==> src/rtl/indexed_array_bank_if.sv <==
// Handshake/data bundle for indexed_array_bank.
// Master drives requests, slave returns read data and status.
interface indexed_array_bank_if #(
  parameter int WIDTH = 8,
  parameter int DEPTH = 8
);
  localparam int AW = $clog2(DEPTH);

  logic             in_wr_en;
  logic [31:0]      in_index;
  logic [WIDTH-1:0] in_array_val;
  logic             in_rd_en;
  logic [31:0]      in_rd_index;
  logic             in_clear_start;
  logic [WIDTH-1:0] out_rd_val;
  logic             out_rd_valid;
  logic             out_busy;
  logic             out_clear_done;
  logic [AW:0]      out_wr_count;

  modport master (
    output in_wr_en, in_index, in_array_val,
    output in_rd_en, in_rd_index, in_clear_start,
    input  out_rd_val, out_rd_valid, out_busy,
    input  out_clear_done, out_wr_count
  );

  modport slave (
    input  in_wr_en, in_index, in_array_val,
    input  in_rd_en, in_rd_index, in_clear_start,
    output out_rd_val, out_rd_valid, out_busy,
    output out_clear_done, out_wr_count
  );
endinterface

==> src/rtl/indexed_array_bank.sv <==
// DEPTH x WIDTH storage with modulo-indexed write/read ports,
// offset-on-write and a one-entry-per-cycle clear engine.
module indexed_array_bank #(
  parameter int WIDTH  = 8,
  parameter int DEPTH  = 8,
  parameter int OFFSET = -1
) (
  input logic clk,
  input logic rst,
  indexed_array_bank_if.slave bus
);
  localparam int AW = $clog2(DEPTH);
  localparam logic [WIDTH-1:0] OFF  = WIDTH'(OFFSET);
  localparam logic [AW-1:0]    LAST = AW'(DEPTH - 1);
  localparam logic [AW:0]      FULL = (AW + 1)'(DEPTH);

  typedef enum logic [1:0] {
    IDLE,
    CLEAR,
    DONE
  } state_t;

  state_t           state;
  logic [WIDTH-1:0] mem [DEPTH];
  logic [AW-1:0]    ptr;
  logic [AW-1:0]    wr_addr;
  logic [AW-1:0]    rd_addr;
  logic [WIDTH-1:0] wdata;

  // Upper index bits are discarded by the modulo reduction.
  logic unused_idx;
  assign unused_idx = ^{bus.in_index[31:AW],
                        bus.in_rd_index[31:AW]};

  assign wr_addr = bus.in_index[AW-1:0];
  assign rd_addr = bus.in_rd_index[AW-1:0];
  assign wdata   = bus.in_array_val + OFF;

  always_ff @(posedge clk or posedge rst) begin
    if (rst) begin
      for (int i = 0; i < DEPTH; i++) mem[i] <= '0;
      state              <= IDLE;
      ptr                <= '0;
      bus.out_rd_val     <= '0;
      bus.out_rd_valid   <= 1'b0;
      bus.out_busy       <= 1'b0;
      bus.out_clear_done <= 1'b0;
      bus.out_wr_count   <= '0;
    end else begin
      bus.out_rd_valid <= bus.in_rd_en;
      // Read samples the array before any write on this edge.
      if (bus.in_rd_en)
        bus.out_rd_val <= (state == IDLE) ? mem[rd_addr] : '0;
      unique case (state)
        IDLE: begin
          if (bus.in_clear_start) begin
            state        <= CLEAR;
            ptr          <= '0;
            bus.out_busy <= 1'b1;
          end else if (bus.in_wr_en) begin
            mem[wr_addr] <= wdata;
            if (bus.out_wr_count != FULL)
              bus.out_wr_count <= bus.out_wr_count + 1'b1;
          end
        end
        CLEAR: begin
          mem[ptr] <= '0;
          ptr      <= ptr + 1'b1;
          if (ptr == LAST) begin
            state              <= DONE;
            bus.out_busy       <= 1'b0;
            bus.out_clear_done <= 1'b1;
          end
        end
        DONE: begin
          state              <= IDLE;
          bus.out_clear_done <= 1'b0;
          bus.out_wr_count   <= '0;
        end
        default: state <= IDLE;
      endcase
    end
  end
endmodule

==> src/flat_wrapper.sv <==
// flat-port wrapper written by rule: the top's interface ports become plain ports
module indexed_array_bank_flat 
#(
  parameter int WIDTH  = 8,
  parameter int DEPTH  = 8,
  parameter int OFFSET = -1
)
  (clk, rst, bus_in_wr_en, bus_in_index, bus_in_array_val, bus_in_rd_en, bus_in_rd_index, bus_in_clear_start, bus_out_rd_val, bus_out_rd_valid, bus_out_busy, bus_out_clear_done, bus_out_wr_count);
  indexed_array_bank_if #(.WIDTH(WIDTH), .DEPTH(DEPTH)) bus_i ();
  input logic clk;
  input logic rst;
  input wire logic [$bits(bus_i.in_wr_en)-1:0] bus_in_wr_en;
  input wire logic [$bits(bus_i.in_index)-1:0] bus_in_index;
  input wire logic [$bits(bus_i.in_array_val)-1:0] bus_in_array_val;
  input wire logic [$bits(bus_i.in_rd_en)-1:0] bus_in_rd_en;
  input wire logic [$bits(bus_i.in_rd_index)-1:0] bus_in_rd_index;
  input wire logic [$bits(bus_i.in_clear_start)-1:0] bus_in_clear_start;
  output wire logic [$bits(bus_i.out_rd_val)-1:0] bus_out_rd_val;
  output wire logic [$bits(bus_i.out_rd_valid)-1:0] bus_out_rd_valid;
  output wire logic [$bits(bus_i.out_busy)-1:0] bus_out_busy;
  output wire logic [$bits(bus_i.out_clear_done)-1:0] bus_out_clear_done;
  output wire logic [$bits(bus_i.out_wr_count)-1:0] bus_out_wr_count;
  assign bus_i.in_wr_en = bus_in_wr_en;
  assign bus_i.in_index = bus_in_index;
  assign bus_i.in_array_val = bus_in_array_val;
  assign bus_i.in_rd_en = bus_in_rd_en;
  assign bus_i.in_rd_index = bus_in_rd_index;
  assign bus_i.in_clear_start = bus_in_clear_start;
  assign bus_out_rd_val = bus_i.out_rd_val;
  assign bus_out_rd_valid = bus_i.out_rd_valid;
  assign bus_out_busy = bus_i.out_busy;
  assign bus_out_clear_done = bus_i.out_clear_done;
  assign bus_out_wr_count = bus_i.out_wr_count;
  indexed_array_bank #(.WIDTH(WIDTH), .DEPTH(DEPTH), .OFFSET(OFFSET)) u_core (.clk(clk), .rst(rst), .bus(bus_i));
endmodule
==> config.mk <==
export PLATFORM = sky130hd
export DESIGN_NAME = indexed_array_bank_flat
export DESIGN_NICKNAME = d
export VERILOG_FILES = /design/src/rtl/indexed_array_bank_if.sv /design/src/rtl/indexed_array_bank.sv /design/src/flat_wrapper.sv
export SDC_FILE = /design/constraint.sdc
export NUM_CORES = 1
export LEC_CHECK = 0
export CAP_MARGIN = 30
export CORE_MARGIN = 5
export CORE_UTILIZATION = 54
export CTS_CLUSTER_SIZE = 12
export DETAILED_ROUTE_END_ITERATION = 8
export PLACE_DENSITY = 0.95
export SLEW_MARGIN = 20
export SYNTH_ARGS = -nofsm -noshare
export SYNTH_HDL_FRONTEND = slang
export SYNTH_SLANG_ARGS = --single-unit
==> constraint.sdc <==
create_clock -name clk -period 7.3 [get_ports clk]
set_input_delay 1.095 -clock clk [delete_from_list [all_inputs] [get_ports clk]]
set_output_delay 1.095 -clock clk [all_outputs]
set_load 0.1 [all_outputs]
**Word-level counts from Yosys, hierarchy flattened**

Cells that the tools add are included.

- Register bits after elaboration: 84
- Bits of input ports: 77
- Output and inout port bits: 15
- Word-level logic and storage cells: 75

- Add/sub/neg operators: 3
- Magnitude comparators: 5
- Eq/ne operators: 9
- Mux-type cells: 26
- Bitwise operators: 5
- Reductions and logical operators: 12

Operators by type and width:

| kind | count |
|---|---|
| $mux W64 | 2 |
| $pmux W64 S2 | 1 |
| $and A64 B64 Y64 | 1 |
| $bwmux W64 | 1 |
| $not A64 Y64 | 1 |
| $demux W8 S3 | 2 |
| $mux W8 | 5 |
| $bmux W8 S3 | 1 |
| $ge A4 B4 Y1 const B | 3 |
| $mux W4 | 3 |
| $not A3 Y4 | 3 |
| $add A8 B8 Y8 const B | 1 |
| $lt A4 B1 Y1 const B | 2 |
| $ne A2 B2 Y1 const B | 4 |
| $pmux W4 S2 | 1 |
| $pmux W3 S2 | 1 |
| $reduce_and A2 Y1 | 3 |
| $reduce_and A3 Y1 | 2 |
| $reduce_bool A2 Y1 | 3 |
| $add A4 B1 Y4 const B | 1 |
| $mux W2 | 2 |
| $ne A4 B4 Y1 const B | 1 |
| $pmux W1 S2 | 2 |
| $pmux W2 S2 | 1 |
| other kinds (10) | 13 |

**Logic depth before layout (Yosys ltp)**

Gate-level depths: netlist of run 1.

- Word-level depth: 9
- Mapped depth: 6

**Least setup slack after synthesis of run 1**

Ideal clock, no wire load.

- Path type: input -> register
- Start: in bus_in_array_val[3]
- End: reg u_core.mem[47] (netlist name)
- Setup time: 148 ps
- Arrival: 2256 ps
- Required time: 7152 ps
- Setup slack: 4896 ps
- Stages on the path: 4
- Cells stage by stage: or4_1 -> nor4_1 -> xnor2_1 -> o22ai_1

- Word-level cells in the longest chain between the ends: 5

RTL lines:

| what | line | RTL |
|---|---|---|
| from (decl) | flat_wrapper.sv:14 | `input wire logic [$bits(bus_i.in_array_val)-1:0] bus_in_array_val;` |
| $add A8 B8 Y8 | indexed_array_bank.sv:37 | `assign wdata = bus.in_array_val + OFF;` |
| $bwmux W64 | indexed_array_bank.sv:61 | `mem[wr_addr] <= wdata;` |
| $mux W64 | indexed_array_bank.sv:60 | `end else if (bus.in_wr_en) begin` |
| $mux W64 | indexed_array_bank.sv:56 | `if (bus.in_clear_start) begin` |
| $pmux W64 S2 | indexed_array_bank.sv:54 | `unique case (state)` |
| to (signal, indexed assignment) | indexed_array_bank.sv:61 |  |
| to (decl) | indexed_array_bank.sv:24 | `logic [WIDTH-1:0] mem [DEPTH];` |

No other way between the ends. The select of a mux whose other input is x is not followed.
A chain may end at the register's enable or synchronous reset.

**Worst setup path after layout of run 1**

- Start: reg u_core.bus.out_wr_count[0]
- End: out bus_out_wr_count[0]

RTL lines:

| what | line | RTL |
|---|---|---|
| from (decl) | indexed_array_bank_if.sv:32 | `output out_clear_done, out_wr_count` |
| from (signal assigned) | indexed_array_bank.sv:63 | `bus.out_wr_count <= bus.out_wr_count + 1'b1;` |
| to (decl) | flat_wrapper.sv:22 | `output wire logic [$bits(bus_i.out_wr_count)-1:0] bus_out_wr_count;` |

No word-level cell between the ends.

==> impl_metrics.py, run 1 <==
metrics = {
    "clock_tree": {
        "cts.sinks": 84,
        "clk_latency_ns": 0.36,
        "cts_made_buffers": 9,
        "cts_max_path_buffers": 2,
        "tritoncts": "done",
        "cts_hold_buf": 0,
        "root_buffer": "clkbuf_8",
        "htreeDepth": 3,
        "post-cts-setup-buffer-count": 0,
        "path_clk_slew_ns": 0.09,
        "cts_resized": 0,
    },
    "sta": {
        "hold_viol": 0,
        "maxSlewViolCount": 0,
        "rsz0062_at_grt": "no",
        "hold_ws_ns": 0.483,
        "max_freq_mhz": 331,
        "fin_tns_setup_ns": 0,
        "fin_skew_ns": 0.0129,
        "worstMarginPinSlew_ns": 0.982,
        "worst_slew_margin_rel": 0.343,
        "fin_crit_ns": 3.02,
        "fin_crit_sh": 0.414,
        "setup_viol": 0,
    },
    "worst_setup_path": {
        "endpoint_kind": "primary output",
        "reg2reg_from": "u_core.state[0]",
        "crit_path_max_incr_delay_ns": 1.16,
        "crit_required_ns": 6.20,
        "crit_family": "buffers and inverters",
        "worstSetupStartpointType": "flop",
        "reg2reg_slack_ns": 4.92,
        "crit_fanout": 4,
        "r2r-end": "u_core.mem[29]",
        "crit_path_cell_trace": "clkdlybuf4s50_1",
        "reg2reg_depth": 4,
        "worstPathArrival_ns": 1.93,
        "cpMaxStageDelayCell": "clkdlybuf4s50_1",
        "crit_type": "flop to primary output",
        "critPathBufInv": 1,
    },
    "detailed_routing": {
        "viasPerCell": 6.16,
        "via_count": 2994,
        "dr.pass1.iters": 5,
        "drc_errors": 0,
        "drtIter0Drc": 235,
        "wl_mm": 9.41,
        "antenna_left": 0,
        "routedWlPerCell_um": 19.4,
    },
    "synth": {
        "avgSynthCellArea_um2": 11.2,
        "yosysWarnings": 0,
        "synth_nets": 431,
        "synth_commonest_cells": "dfrtp_1 (84), o21ai_0 (35), nand2_1 (34)",
        "synth_cell_type_count": 40,
        "seq_area_frac_synth": 0.536,
        "synthTopCellsByArea": "dfrtp_1 (54%), o2bb2ai_1 (7.1%), mux2_2 (4.6%)",
        "yosysMostFrequentCell": "dfrtp_1",
        "synth_flop_cell": "dfrtp_1",
        "synthArstFlopShare": 1.00,
        "synth-edff-count": 0,
        "syn_inst": 349,
        "synth-seq-cells": 84,
        "netlist.area_leader.share": 0.536,
        "synth_area_um2": 3920,
        "yosysTopAreaCell": "dfrtp_1",
    },
    "run_status": {
        "outcome": "finished, final reports clean",
    },
    "grt": {
        "grt_max_degree": 56,
        "grt_pass1_wl_mm": 16.1,
        "grt-ovfl-total": 0,
        "antenna_found_initial": 0,
        "grt_pass1_vias": 3175,
        "grt_util_all_layers": 0.232,
    },
    "floorplanning": {
        "initial_utilization": 0.546,
        "fp.dieW_um": 95.2,
        "core_um2": 7180,
        "die_area_um2": 9070,
        "die_h_um": 95.2,
        "ios": 92,
        "rows": 31,
    },
    "min_path": {
        "hold_path_class": "flop to flop",
        "hold_path_end": "u_core.mem[3]",
        "hold_start": "u_core.mem[3]",
        "holdPathStages": 2,
    },
    "final_layout": {
        "drive_gt1_frac": 0.132,
        "nets": 464,
        "antenna_cells": 0,
        "post-route-cell-area_um2": 4540,
        "area_delta_synth_final_pct": 15.7,
    },
    "power": {
        "p_total_mw": 1.45,
        "power.density_nw_per_um2": 319,
        "vdd_drop_max_mv": 0.142,
        "power_leakage_nw": 1.95,
    },
    "placement": {
        "gp_congestion": 0.834,
        "post-dp-hpwl_mm": 6.38,
        "placedInstanceArea_um2": 4350,
        "io_buffer_count": 33,
    },
    "flow_run": {
        "max_cap_violations": 0,
    },
}
==> cell usage in the layout (no fill, tap or decap), types with 10 or more instances in the layout <==
cell type,count
o2bb2ai_1,32
nand2_1,34
o22ai_1,17
inv_1,25
clkbuf_8,10
mux2_2,16
o21ai_0,35
dfrtp_1,84
nor2_1,15
clkdlybuf4s50_1,33
==> logic make-up after synthesis <==
group / share of synthesized area
adders and majority gates: 0.0160
muxes: 0.0944
buffers and inverters: 0.0418
and+or+nand+nor: 0.106
DFF: 0.536
AOI/OAI and AO/OA: 0.192
xor gates and xnor gates: 0.0134
==> worst register-to-register path: cells and delay by family (launching register included) <==
family,cells,cell delay [ns]
flip-flops,1,0.59
AO/OA/AOI/OAI,2,0.58
AND/OR/NAND/NOR,2,1.08
==> per-stage QoR <==
| stage | worst slack [ns] | std cells | utilization |
|---|---|---|---|
| after CTS | 4.27 | 486 | 0.632 |
| after floorplan | 4.04 | 349 | - |
| after detailed placement | 3.97 | 470 | 0.607 |
| after global placement | 4.07 | 469 | 0.603 |
| after global routing | 4.22 | 486 | 0.632 |
| final | 4.28 | 486 | 0.632 |
==> state kept, by name, indices dropped and copies added (netlist names) <==
register	count
u_core.bus.out_clear_done	1
u_core.bus.out_rd_val	8
u_core.ptr	3
u_core.bus.out_wr_count	4
u_core.state	2
u_core.mem	64
u_core.bus.out_busy	1
u_core.bus.out_rd_valid	1
==> worst max path at each step <==
stage,from,to,slack [ns],cells after the start
after floorplan,rst,u_core.bus.out_busy,4.04,1
after global placement,bus_in_array_val[0],u_core.mem[47],4.07,5
after detailed placement,bus_in_array_val[0],u_core.mem[15],3.97,5
after CTS,u_core.bus.out_wr_count[0],bus_out_wr_count[0],4.27,1
after global routing,u_core.bus.out_wr_count[2],bus_out_wr_count[2],4.22,1
final,u_core.bus.out_wr_count[0],bus_out_wr_count[0],4.28,1
==> report_power, final <==
part | internal (mW) | leakage, nW | switching, mW | total (mW)
sequential | 0.563 | 1.13 | 0.0826 | 0.646
clock | 0.135 | 0.0893 | 0.180 | 0.315
combinational | 0.169 | 0.725 | 0.318 | 0.487
total | 0.867 | 1.95 | 0.580 | 1.45
==> layer usage <==
metal,up-vias,part of all wire,GRT usage
met2,119,0.50,0.379
met3,19,0.061,0.0308
met5,-,0,0
met4,0,0.024,0.111
li1,1343,-,-
met1,1513,0.41,0.306
==> cell type report <==
cell class	instances	area [µm²]
tap	99	124
timing repair buffer	36	373
clock buffer	10	138
sequential	84	2100
fill	508	2640
clock inverter	6	46.3
inverter	26	98.8
multi-input combinational	225	1660
Note: power is estimated with default switching activity, not from simulation.
==> run 2, diff against run 1 <==
CORE_UTILIZATION = 50   (was 54)
PLACE_DENSITY = 0.91   (was 0.95)
clock period = 2.94 ns   (was 7.3 ns; I/O delays follow)
==> impl_metrics.py, run 2 (synthesized netlist as in run 1, its figures left out) <==
metrics = {
    "detailed_routing": {
        "antenna_left": 0,
        "dr.pass1.iters": 5,
        "viasPerCell": 6.25,
        "drtIter0Drc": 298,
        "drc_errors": 0,
        "wl_mm": 9.59,
        "via_count": 3114,
        "routedWlPerCell_um": 19.2,
    },
    "power": {
        "power.density_nw_per_um2": 802,
        "p_total_mw": 3.68,
        "power_leakage_nw": 2.01,
        "vdd_drop_max_mv": 0.721,
    },
    "floorplanning": {
        "ios": 92,
        "die_h_um": 98.6,
        "initial_utilization": 0.510,
        "rows": 32,
        "die_area_um2": 9710,
        "core_um2": 7690,
        "fp.dieW_um": 98.6,
    },
    "final_layout": {
        "fill_cells": 604,
        "final_util": 0.597,
        "final_cells": 498,
        "antenna_cells": 0,
        "multiInputGateArea_um2": 1660,
        "top_register": "u_core.mem",
        "nets": 473,
        "post-route-cell-area_um2": 4590,
        "largest_reg_flops": 64,
        "layout_common_cells": "dfrtp_1 (84), o21ai_0 (35), nand2_1 (34), o2bb2ai_1 (32), buf_4 (26)",
        "area_delta_synth_final_pct": 17.0,
        "final_common_cell": "dfrtp_1",
        "drive_gt1_frac": 0.189,
        "reg.largest.list": "u_core.mem (64), u_core.bus.out_rd_val (8), u_core.bus.out_wr_count (4)",
        "regArea_um2": 2100,
    },
    "grt": {
        "grt-ovfl-total": 0,
        "grt_pass1_wl_mm": 16.1,
        "grt_pass1_vias": 3185,
        "antenna_found_initial": 0,
        "grt_max_degree": 85,
        "grt_util_all_layers": 0.208,
    },
    "flow_run": {
        "max_cap_violations": 0,
    },
    "sta": {
        "hold_ws_ns": 0.482,
        "max_freq_mhz": 467,
        "fin_skew_ns": 0.0123,
        "hold_viol": 0,
        "worst_slew_margin_rel": 0.383,
        "setup_viol": 0,
        "fin_crit_sh": 0.728,
        "setup_slack_ns": 0.801,
        "worstMarginPinSlew_ns": 0.925,
        "maxSlewViolCount": 0,
        "fin_crit_ns": 2.14,
        "rsz0062_at_grt": "no",
        "fin_tns_setup_ns": 0,
    },
    "min_path": {
        "hold_path_class": "primary input to async pin",
    },
    "worst_setup_path": {
        "crit_type": "primary input to flop",
        "cpMaxStageDelayCell": "o31ai_2",
        "crit_required_ns": 3.15,
        "worstSetupStartpointType": "primary input",
        "endpoint_kind": "flop",
        "worstPathArrival_ns": 2.35,
        "crit_path_max_incr_delay_ns": 0.67,
        "crit_path_cell_trace": "clkdlybuf4s50_1, nor2b_1, o21ai_0, o31ai_2, o22ai_1",
        "crit_fanout": 8,
    },
    "clock_tree": {
        "htreeDepth": 3,
        "path_clk_slew_ns": 0.08,
        "cts_max_path_buffers": 2,
        "clk_latency_ns": 0.37,
        "cts_hold_buf": 0,
        "tritoncts": "done",
        "cts_resized": 0,
        "root_buffer": "clkbuf_8",
        "cts.sinks": 84,
        "cts_made_buffers": 9,
        "post-cts-setup-buffer-count": 0,
    },
    "placement": {
        "post-dp-hpwl_mm": 6.48,
        "placedInstanceArea_um2": 4380,
        "io_buffer_count": 33,
        "gp_congestion": 0.854,
        "dp_slack_ns": 0.463,
        "dp.cells": 482,
    },
    "run_status": {
        "outcome": "finished, final reports clean",
    },
}
[run 2: report_power, final]
group | switching [mW] | internal [mW] | leakage [nW]
Combinational | 0.813 | 0.411 | 0.782
Sequential | 0.192 | 1.40 | 1.13
Clock | 0.444 | 0.423 | 0.0995
Total | 1.45 | 2.23 | 2.01
[run 2: worst paths after layout]
path                                          from                  endpoint  slack, ns  cells after the start
min in group clk                    u_core.mem[13]            u_core.mem[13]       0.48                      2
worst min register to register      u_core.mem[13]            u_core.mem[13]       0.48                      2
worst max register to register     u_core.state[1]             u_core.mem[9]       0.84                      4
worst min-delay path                           rst  u_core.bus.out_rd_val[7]       0.48                      3
worst max-delay path            bus_in_clear_start            u_core.mem[46]       0.80                      5
max in group asynchronous                      rst            u_core.mem[55]       2.12                      3
[run 2: worst max-delay path: cells and delay by family]
kind	cells	cell delay [ns]
AO/OA/AOI/OAI	3	1.06
AND/OR/NAND/NOR	1	0.33
buffers and inverters	1	0.51
[run 2: layout make-up]
class                      count  area share
sequential                    84       0.458
multi-input combinational    225       0.361
timing repair buffer          45      0.0862
clock buffer                  10      0.0300
tap                          102      0.0278
inverter                      26      0.0215
clock inverter                 6      0.0155
[run 2: per-layer routing]
layer  GRT usage  vias up  wire length (µm)
met5           0        -                 0
met4       0.113        0               281
met3      0.0269       26               468
met2       0.344      144              4930
met1       0.267     1576              3900
li1            -     1368                 -
==> run 3, diff against run 2 <==
clock period = 2 ns   (was 2.94 ns; I/O delays follow)
==> impl_metrics.py, run 3 (synthesized netlist as in run 1, its figures left out) <==
metrics = {
    "worst_setup_path": {
        "crit_path_cell_trace": "nor4b_4, buf_4, a32oi_1, nand2_1, o21ai_0",
        "worstSetupStartpointType": "flop",
        "crit_type": "flop to flop",
        "worstPathArrival_ns": 2.09,
        "cpMaxStageDelayCell": "a32oi_1",
        "crit_path_max_incr_delay_ns": 0.63,
        "crit_fanout": 11,
        "crit_required_ns": 2.27,
        "endpoint_kind": "flop",
        "reg2reg_depth": 5,
    },
    "power": {
        "pwr-share-seq": 0.437,
        "netSwitchingFraction": 0.399,
        "p_comb_frac": 0.349,
        "clkPwrFrac": 0.215,
        "power.switching_mw": 2.16,
        "intPower_mw": 3.25,
        "vdd_drop_max_mv": 1.12,
        "power_leakage_nw": 2.10,
        "power.density_nw_per_um2": 1140,
    },
    "grt": {
        "grt_max_degree": 38,
        "grt_pass1_vias": 3207,
        "grt_util_all_layers": 0.214,
        "grt_pass1_wl_mm": 16.4,
        "grt-ovfl-total": 0,
        "antenna_found_initial": 0,
    },
    "floorplanning": {
        "die_h_um": 98.6,
        "rows": 32,
        "die_area_um2": 9710,
        "core_um2": 7690,
        "ios": 92,
        "fp.dieW_um": 98.6,
        "initial_utilization": 0.510,
    },
    "final_layout": {
        "nets": 490,
        "final_cells": 514,
        "final_common_cell": "dfrtp_1",
        "top_register": "u_core.mem",
        "drive_gt1_frac": 0.223,
        "final_util": 0.617,
        "antenna_cells": 0,
        "reg.largest.list": "u_core.mem (64), u_core.bus.out_rd_val (8), u_core.bus.out_wr_count (4)",
        "area_delta_synth_final_pct": 20.9,
        "layout_common_cells": "dfrtp_1 (84), buf_4 (40), o21ai_0 (35), nand2_1 (34), o2bb2ai_1 (32)",
        "largest_reg_flops": 64,
    },
    "clock_tree": {
        "path_clk_slew_ns": 0.09,
        "cts_resized": 0,
        "cts_max_path_buffers": 2,
        "cts_made_buffers": 9,
        "tritoncts": "done",
        "clk_latency_ns": 0.36,
        "root_buffer": "clkbuf_8",
        "htreeDepth": 3,
        "post-cts-setup-buffer-count": 0,
        "cts.sinks": 84,
        "cts_hold_buf": 0,
    },
    "run_status": {
        "outcome": "finished, final reports clean",
    },
    "min_path": {
        "hold_path_class": "primary input to async pin",
    },
    "placement": {
        "gp_congestion": 0.947,
        "dp.cells": 499,
        "post-dp-hpwl_mm": 6.97,
        "io_buffer_count": 33,
        "dp_slack_ns": -0.122,
    },
    "sta": {
        "setup_viol": 0,
        "max_freq_mhz": 551,
        "hold_viol": 0,
        "rsz0062_at_grt": "no",
        "maxSlewViolCount": 0,
        "hold_ws_ns": 0.322,
        "fin_crit_sh": 0.907,
        "worst_slew_margin_rel": 0.470,
        "worstMarginPinSlew_ns": 0.795,
        "fin_crit_ns": 1.81,
        "fin_skew_ns": 0.0138,
        "setup_slack_ns": 0.186,
    },
    "detailed_routing": {
        "dr.pass1.iters": 5,
        "drtIter0Drc": 226,
        "wl_mm": 9.88,
        "drc_errors": 0,
        "via_count": 3108,
        "routedWlPerCell_um": 19.2,
        "viasPerCell": 6.05,
        "antenna_left": 0,
    },
    "flow_run": {
        "max_cap_violations": 0,
    },
}
[run 3: cell types whose count changed in the layout (fill, tap and decap cells not counted), sizes merged]
cell    before  now
buf         27   44
bufinv       1    0
clkbuf      10   11
inv         27   26
[run 3: power groups by stage]
stage	clock network, mW	logic [mW]	registers [mW]
6_report	1.16	1.89	2.36
5_1_grt	1.24	2.02	2.40
4_1_cts	1.16	1.87	2.35
3_5_place_dp	0	1.84	2.37
3_3_place_gp	0	1.76	2.33
2_1_floorplan	0	0.930	2.72
[run 3: per-layer routing]
layer  routed length, µm  track usage  share of wire  vias up
met4                 252       0.0851          0.026        0
met2                5060        0.363           0.51      154
li1                    -            -              -     1406
met1                3980        0.273           0.40     1525
met5                   0            0              0        -
met3                 591       0.0368          0.060       23
[run 3: final cells by class]
| type | count | area (µm²) |
|---|---|---|
| Fill cell | 594 | 2950 |
| Sequential cell | 84 | 2100 |
| Multi-Input combinational cell | 225 | 1660 |
| Timing Repair Buffer | 62 | 561 |
| Clock buffer | 11 | 151 |
| Tap cell | 102 | 128 |
| Inverter | 26 | 101 |
| Clock inverter | 4 | 33.8 |
[run 3: worst paths after layout]
path                            slack (ns)        endpoint       startpoint
worst max-delay path                  0.19  u_core.mem[18]  u_core.state[0]
worst min-delay path                  0.32  u_core.mem[30]              rst
worst max register to register        0.19  u_core.mem[18]  u_core.state[0]
worst min register to register        0.49  u_core.mem[15]   u_core.mem[15]
max in group asynchronous             1.12  u_core.mem[49]              rst
min in group clk                      0.49  u_core.mem[15]   u_core.mem[15]
[run 3: critical path: cells and delay by family, from the launching register on]
| family | cells | cell delay (ns) |
|---|---|---|
| simple gates | 2 | 0.24 |
| flops | 1 | 0.54 |
| compound gates | 2 | 0.75 |
| buf+inv | 1 | 0.19 |
[run 3: stage by stage]
step                instance area [µm²]  total power, mW  setup TNS [ns]
finish                             4740             5.41               0
global route                       4740             5.67               0
CTS                                4730             5.38               0
detailed placement                 4550             4.21           -1.78
global placement                   4550             4.10          -0.662
floorplan                          3930             3.65               0
